===== src/rtl/uart_pkg.sv =====
// Shared UART definitions: FSM state encoding and the idle line level.
// Imported by the transmitter; the receiver uses the same idle level.
package uart_pkg;

    typedef enum logic [2:0] {
        IDLE,
        START,
        DATA,
        PARITY,
        STOP
    } uart_state_e;

    localparam logic UART_IDLE_LVL = 1'b1;

endpackage


===== src/rtl/uart_tx_if.sv =====
// Character handshake and serial line bundle for uart_tx.
// master = character source, slave = transmitter.
interface uart_tx_if #(
    parameter int unsigned DATA_W = 8
);
    logic [DATA_W-1:0] i_data;
    logic              i_valid;
    logic              o_ready;
    logic              o_tx;
    logic              o_busy;
    logic              o_done;

    modport master (
        output i_data,
        output i_valid,
        input  o_ready,
        input  o_tx,
        input  o_busy,
        input  o_done
    );

    modport slave (
        input  i_data,
        input  i_valid,
        output o_ready,
        output o_tx,
        output o_busy,
        output o_done
    );
endinterface


===== src/rtl/uart_baud_gen.sv =====
// Bit-period counter: counts 0..CLK_PER_BIT-1 while enabled, wraps and
// flags o_bit_tick on the wrap cycle. Clear has priority and holds the
// count at 0. o_cnt is exposed for mid-bit / early-end comparisons.
module uart_baud_gen #(
    parameter int unsigned CLK_PER_BIT = 434
) (
    input  logic                           i_clk,
    input  logic                           i_rst,
    input  logic                           i_en,
    input  logic                           i_clr,
    output logic                           o_bit_tick,
    output logic [$clog2(CLK_PER_BIT)-1:0] o_cnt
);
    localparam int unsigned CNT_W = $clog2(CLK_PER_BIT);

    logic [CNT_W-1:0] cnt_q;
    logic [CNT_W-1:0] cnt_d;
    logic             tick;

    // Next count: clear, wrap on the last cycle of a bit, or increment.
    always_comb begin
        tick  = i_en && (cnt_q == CNT_W'(CLK_PER_BIT - 1));
        cnt_d = cnt_q;
        if (i_clr) begin
            cnt_d = '0;
        end else if (i_en) begin
            cnt_d = tick ? '0 : cnt_q + CNT_W'(1);
        end
    end

    // Counter register with synchronous reset.
    always_ff @(posedge i_clk) begin
        if (i_rst) begin
            cnt_q <= '0;
        end else begin
            cnt_q <= cnt_d;
        end
    end

    assign o_bit_tick = tick;
    assign o_cnt      = cnt_q;

endmodule


===== src/rtl/uart_tx.sv =====
// UART transmitter: start(0), DATA_W data bits LSB first, optional even
// parity, STOP_BITS stop bits. All outputs are registered.
// Optional feature macro: UART_TX_PARITY_EN (adds the PARITY state and
// its parity flop).
module uart_tx
    import uart_pkg::*;
#(
    parameter int unsigned CLK_PER_BIT = 434,
    parameter int unsigned DATA_W      = 8,
    parameter int unsigned STOP_BITS   = 1
) (
    input  logic     i_clk,
    input  logic     i_rst,
    uart_tx_if.slave bus
);
    localparam int unsigned CNT_W     = $clog2(CLK_PER_BIT);
    localparam int unsigned BIT_CNT_W = $clog2(DATA_W + 1);

    uart_state_e          state_q, state_d;
    logic [DATA_W-1:0]    shift_q, shift_d;
    logic [BIT_CNT_W-1:0] bit_cnt_q, bit_cnt_d;
    logic                 stop_idx_q, stop_idx_d;
    logic                 tx_q, tx_d;
    logic                 ready_q, ready_d;
    logic                 busy_q, busy_d;
    logic                 done_q, done_d;
`ifdef UART_TX_PARITY_EN
    logic                 parity_q, parity_d;
`endif

    logic             bit_tick;
    logic [CNT_W-1:0] baud_cnt;
    logic             stop_last;

    uart_baud_gen #(
        .CLK_PER_BIT(CLK_PER_BIT)
    ) u_baud (
        .i_clk      (i_clk),
        .i_rst      (i_rst),
        .i_en       (state_q != IDLE),
        .i_clr      (state_q == IDLE),
        .o_bit_tick (bit_tick),
        .o_cnt      (baud_cnt)
    );

    assign stop_last = (STOP_BITS == 1) || stop_idx_q;

    // Frame sequencing. STOP leaves one cycle before its nominal end: the
    // IDLE/o_done cycle keeps the line high and serves as the final stop
    // cycle, so an accept on that cycle follows with no idle gap.
    always_comb begin
        state_d    = state_q;
        shift_d    = shift_q;
        bit_cnt_d  = bit_cnt_q;
        stop_idx_d = stop_idx_q;
        tx_d       = tx_q;
        done_d     = 1'b0;
`ifdef UART_TX_PARITY_EN
        parity_d   = parity_q;
`endif
        case (state_q)
            IDLE: begin
                tx_d = UART_IDLE_LVL;
                if (bus.i_valid) begin
                    state_d  = START;
                    shift_d  = bus.i_data;
                    tx_d     = 1'b0;
`ifdef UART_TX_PARITY_EN
                    parity_d = ^bus.i_data;
`endif
                end
            end
            START: begin
                if (bit_tick) begin
                    state_d   = DATA;
                    bit_cnt_d = '0;
                    tx_d      = shift_q[0];
                end
            end
            DATA: begin
                if (bit_tick) begin
                    if (bit_cnt_q == BIT_CNT_W'(DATA_W - 1)) begin
                        bit_cnt_d  = '0;
`ifdef UART_TX_PARITY_EN
                        state_d    = PARITY;
                        tx_d       = parity_q;
`else
                        state_d    = STOP;
                        tx_d       = UART_IDLE_LVL;
                        stop_idx_d = 1'b0;
`endif
                    end else begin
                        bit_cnt_d = bit_cnt_q + BIT_CNT_W'(1);
                        shift_d   = shift_q >> 1;
                        tx_d      = shift_q[1];
                    end
                end
            end
`ifdef UART_TX_PARITY_EN
            PARITY: begin
                if (bit_tick) begin
                    state_d    = STOP;
                    tx_d       = UART_IDLE_LVL;
                    stop_idx_d = 1'b0;
                end
            end
`endif
            STOP: begin
                tx_d = UART_IDLE_LVL;
                if (stop_last && (baud_cnt == CNT_W'(CLK_PER_BIT - 2))) begin
                    state_d = IDLE;
                    done_d  = 1'b1;
                end else if (bit_tick) begin
                    stop_idx_d = 1'b1;
                end
            end
            default: begin
                state_d = IDLE;
                tx_d    = UART_IDLE_LVL;
            end
        endcase
        ready_d = (state_d == IDLE);
        busy_d  = (state_d != IDLE);
    end

    // State and output registers; reset abandons any frame without o_done.
    always_ff @(posedge i_clk) begin
        if (i_rst) begin
            state_q    <= IDLE;
            shift_q    <= '0;
            bit_cnt_q  <= '0;
            stop_idx_q <= 1'b0;
            tx_q       <= UART_IDLE_LVL;
            ready_q    <= 1'b1;
            busy_q     <= 1'b0;
            done_q     <= 1'b0;
`ifdef UART_TX_PARITY_EN
            parity_q   <= 1'b0;
`endif
        end else begin
            state_q    <= state_d;
            shift_q    <= shift_d;
            bit_cnt_q  <= bit_cnt_d;
            stop_idx_q <= stop_idx_d;
            tx_q       <= tx_d;
            ready_q    <= ready_d;
            busy_q     <= busy_d;
            done_q     <= done_d;
`ifdef UART_TX_PARITY_EN
            parity_q   <= parity_d;
`endif
        end
    end

    assign bus.o_tx    = tx_q;
    assign bus.o_ready = ready_q;
    assign bus.o_busy  = busy_q;
    assign bus.o_done  = done_q;

endmodule


===== src/flat_wrapper.sv =====
// flat-port wrapper written by rule: the top's interface ports become plain ports
module uart_tx_flat import uart_pkg::*;
#(
    parameter int unsigned CLK_PER_BIT = 434,
    parameter int unsigned DATA_W      = 8,
    parameter int unsigned STOP_BITS   = 1
)
  (i_clk, i_rst, bus_i_data, bus_i_valid, bus_o_ready, bus_o_tx, bus_o_busy, bus_o_done);
  uart_tx_if #(.DATA_W(DATA_W)) bus_i ();
  input  logic i_clk;
  input  logic i_rst;
  input wire logic [$bits(bus_i.i_data)-1:0] bus_i_data;
  input wire logic [$bits(bus_i.i_valid)-1:0] bus_i_valid;
  output wire logic [$bits(bus_i.o_ready)-1:0] bus_o_ready;
  output wire logic [$bits(bus_i.o_tx)-1:0] bus_o_tx;
  output wire logic [$bits(bus_i.o_busy)-1:0] bus_o_busy;
  output wire logic [$bits(bus_i.o_done)-1:0] bus_o_done;
  assign bus_i.i_data = bus_i_data;
  assign bus_i.i_valid = bus_i_valid;
  assign bus_o_ready = bus_i.o_ready;
  assign bus_o_tx = bus_i.o_tx;
  assign bus_o_busy = bus_i.o_busy;
  assign bus_o_done = bus_i.o_done;
  uart_tx #(.CLK_PER_BIT(CLK_PER_BIT), .DATA_W(DATA_W), .STOP_BITS(STOP_BITS)) u_core (.i_clk(i_clk), .i_rst(i_rst), .bus(bus_i));
endmodule

===== config.mk =====
export PLATFORM = sky130hd
export DESIGN_NAME = uart_tx_flat
export DESIGN_NICKNAME = d
export VERILOG_FILES = /design/src/rtl/uart_pkg.sv /design/src/rtl/uart_tx_if.sv /design/src/rtl/uart_baud_gen.sv /design/src/rtl/uart_tx.sv /design/src/flat_wrapper.sv
export SDC_FILE = /design/constraint.sdc
export NUM_CORES = 1
export LEC_CHECK = 0
export ABC_AREA = 1
export BUFFER_PORTS_ARGS = -buffer_cell sky130_fd_sc_hd__buf_2
export CAP_MARGIN = 20
export CELL_PAD_IN_SITES_DETAIL_PLACEMENT = 1
export CELL_PAD_IN_SITES_GLOBAL_PLACEMENT = 2
export CORE_MARGIN = 2
export CORE_UTILIZATION = 34
export DETAILED_ROUTE_END_ITERATION = 8
export GPL_TIMING_DRIVEN = 0
export PLACE_DENSITY = 0.81
export REMOVE_ABC_BUFFERS = 1
export SETUP_SLACK_MARGIN = 0.4
export SLEW_MARGIN = 20
export SYNTH_ARGS = -nofsm -noshare
export SYNTH_HDL_FRONTEND = slang
export SYNTH_SLANG_ARGS = --single-unit

===== constraint.sdc =====
create_clock -name i_clk -period 2.8 [get_ports i_clk]
set_input_delay 0.28 -clock i_clk [delete_from_list [all_inputs] [get_ports i_clk]]
set_output_delay 0.28 -clock i_clk [all_outputs]
set_load 0.01 [all_outputs]

==> results by group <==
Clock network
  – Clock-pin slew on the worst setup and hold paths: 100 ps
  – TritonCTS buffer count: 3
  – H-tree lvl count: 1
  – Post-CTS Setup Bufs: 0
  – Clock sink count: 28
  – Hold_buf cts: 0
  – CTS Root Cell: clkbuf_8
  – CTS max path bufs: 2
  – Later-pin clock latency in the skew report: 280 ps
  – Post_cts resized: 0
  – CTS tree: built

Final layout
  – Area Growth Syn to Fin: 10.5%
  – Most common cell after layout, fill and taps aside: nand2_1
  – Share of layout cells above drive strength 1: 15.4%
  – Post-route cell area: 1680 um2
  – Most frequent cells in the layout: 64 x nand2_1, 34 x nor2_1, 28 x inv_1, 28 x dfxtp_1, 14 x buf_2
  – Fillers: 593
  – Final Instance Count excl. Fillers: 292
  – Diode count: 0
  – Number of nets in the layout: 256

Place
  – Setup WS pre-CTS: 1230 ps
  – Dpl hpwl: 2580 um
  – # port buffers: 14
  – Placed instance count: 288
  – Placed Area: 1630 um2
  – Routability cong.: 0.775

Synthesis
  – Post-synthesis sequential area ratio: 36.9%
  – YS warnings: 0
  – Post-Syn Instances: 225
  – Yosys cell types: 27
  – Yosys reg bits: 28
  – Post-Synthesis Cell Area: 1520 um2
  – Avg Inst Size Synth: 6.76 um2

Worst setup path
  – FF-to-FF setup slack: 1240 ps
  – RR Startpoint: u_core.bit_cnt_q[0]
  – Reg2Reg Depth: 7
  – Crit. End Element: flip-flop
  – Max FO, Critical Path: 15
  – Crit path from: u_core.bit_cnt_q[0]
  – CP Launch Type: flip-flop
  – Slowest CP cell: dfxtp_1
  – Crit-path max cell delay: 340 ps
  – Critical path arrival: 1780 ps
  – Worst EP required: 3020 ps
  – WS Path Type: flip-flop to flip-flop
  – CP most frequent cell: nor2_1
  – Crit-path cells: ha_1 -> nand2_1 -> nor2_1 -> a21oi_1 -> nand3_4 -> and2_2 -> nor2_1
  – Worst R2R End: u_core.shift_q[7]
  – Setup crit end: u_core.shift_q[7]

GRT
  – Initial antenna violation count: 0
  – First-pass GRT wire length: 6000 um
  – Total gr overflow: 0
  – Largest net degree at the start of global routing: 20
  – Tot GR Track Use: 14.7%
  – Vias in the first global route: 1304

Routing
  – Via Count: 1351
  – Via density: 4.63
  – DR DRC count: 0
  – Antenna Nets Post-Route: 0
  – Wire length per cell after detailed routing: 11.5 um
  – Final wirelength: 3350 um
  – DR iter-0 viols: 48
  – Drt pass-1 iters: 4

Floorplan
  – Die area: 5020 um2
  – Initial Util: 35.2%
  – Die height: 70.9 um
  – IO Count: 15
  – Die Width: 70.9 um
  – FP Rows: 24
  – Total core area: 4320 um2

STA
  – Slew margin rel.: 69.6%
  – Final Skew: 8.85 ps
  – Final Worst Setup Slack: 1240 ps
  – Fin crit share: 55.6%
  – Worst-margin pin slew: 456 ps
  – RSZ-0062 raised after global routing: false
  – Worst hold-check slack: 215 ps
  – Final setup TNS: 0 ps
  – Min Tclk post-route: 1560 ps
  – Fmax achieved: 643 MHz
  – Pins Over Slew Limit: 0
  – Count of final hold-check violations: 0
  – Final setup viols: 0

Pwr
  – Lkg Pwr: 0.790 nW
  – Comb pwr share: 12.2%
  – Switching part of the total: 25.9%
  – Power Density: 463 nW/um2
  – Peak supply drop: 0.183 mV
  – Clk pwr share: 33.5%
  – Sequential Power Share: 54.4%
  – Sw power: 0.202 mW
  – Pint: 0.577 mW

Run
  – Max-cap violations: 0

Outcome
  – Outcome: finished, final reports clean

Worst hold path
  – Hold Crit Depth: 2
  – Tightest Hold Check Type: input pin to flip-flop
worst max-delay path: cells and delay by family (launching register included):
family,cells,cell delay [ps]
and+or+nand+nor,5,680
DFF,1,340
adders and majority gates,1,210
AOI/OAI and AO/OA,1,260
per-stage QoR:
stage / util [%] / power (mW)
3_5_place_dp: 37.6 / 0.529
4_1_cts: 38.9 / 0.790
6_report: 38.9 / 0.779
3_3_place_gp: 37.6 / 0.527
5_1_grt: 38.9 / 0.822
2_1_floorplan: - / 0.500
cell type report:
cell class | instances | area [um2] | area share [%]
multi-input cells | 161 | 802 | 47.7
well taps | 52 | 65.1 | 3.87
clock buffers | 4 | 55.1 | 3.28
inverters | 33 | 128 | 7.59
flip-flops and latches | 28 | 561 | 33.4
repair buffers | 14 | 70.1 | 4.17
synthesized netlist by cell type, drive strengths merged:
| master | n | share of area [%] |
|---|---|---|
| nor2 | 39 | 11 |
| clkbuf | 1 | 0.91 |
| nor3 | 5 | 1.6 |
| xor2 | 1 | 0.58 |
| nand3 | 12 | 5.6 |
| nor4 | 1 | 0.41 |
| dfxtp | 28 | 37 |
| clkinv | 1 | 0.33 |
| a31oi | 1 | 0.41 |
| nand2 | 70 | 19 |
| inv | 32 | 8.1 |
| ha | 4 | 3.3 |
| o21ai | 11 | 3.6 |
| and2 | 1 | 0.49 |
| a21oi | 8 | 2.6 |
| nand4 | 6 | 2.5 |
| nor3b | 1 | 0.49 |
| and3 | 1 | 0.41 |
| buf | 2 | 1.1 |
flip-flops by register name, summed over array words and instances (netlist names):
| register | flops |
|---|---|
| u_core.bit_cnt_q | 4 |
| u_core.shift_q | 8 |
| u_core.bus.o_busy | 1 |
| u_core.bus.o_ready | 1 |
| u_core.bus.o_tx | 1 |
| u_core.state_q | 3 |
| u_core.u_baud.o_cnt | 9 |
| u_core.bus.o_done | 1 |
how the worst min path moves through the flow:
stage               slack, ps              startpoint                endpoint
floorplan                 350                   i_rst     u_core.bit_cnt_q[1]
global placement          450  u_core.u_baud.o_cnt[0]  u_core.u_baud.o_cnt[0]
detailed placement        460  u_core.u_baud.o_cnt[0]  u_core.u_baud.o_cnt[0]
CTS                       210                   i_rst     u_core.bit_cnt_q[1]
global route              220                   i_rst     u_core.bit_cnt_q[1]
finish                    210                   i_rst     u_core.bit_cnt_q[1]
cells by family (layout without fill, tap and decap cells):
logic type               Yosys count  after routing  share of synthesized area, %
AO/OA/AOI/OAI                     20             20                          6.67
adder cells (fa/ha/maj)            4              4                          3.29
XOR/XNOR                           1              1                         0.576
flip-flops                        28             28                          36.9
buffers and inverters             36             51                          10.4
AND/OR/NAND/NOR                  136            136                          42.2
routing by layer:
layer	wire, um	up-vias	global-route usage, %
li1	-	727	-
met1	1870	607	22.9
met2	1360	13	20.9
met3	76	4	2.14
met4	36	0	4.40
met5	0	-	0
power by group through the flow:
stage | Sequential (mW) | Clock (mW) | Combinational (mW)
2_1_floorplan | 0.433 | 0 | 0.0666
3_3_place_gp | 0.432 | 0 | 0.0953
3_5_place_dp | 0.433 | 0 | 0.0962
4_1_cts | 0.424 | 0.269 | 0.0970
5_1_grt | 0.425 | 0.283 | 0.114
6_report | 0.423 | 0.261 | 0.0947
(Power assumes the default switching activity.)
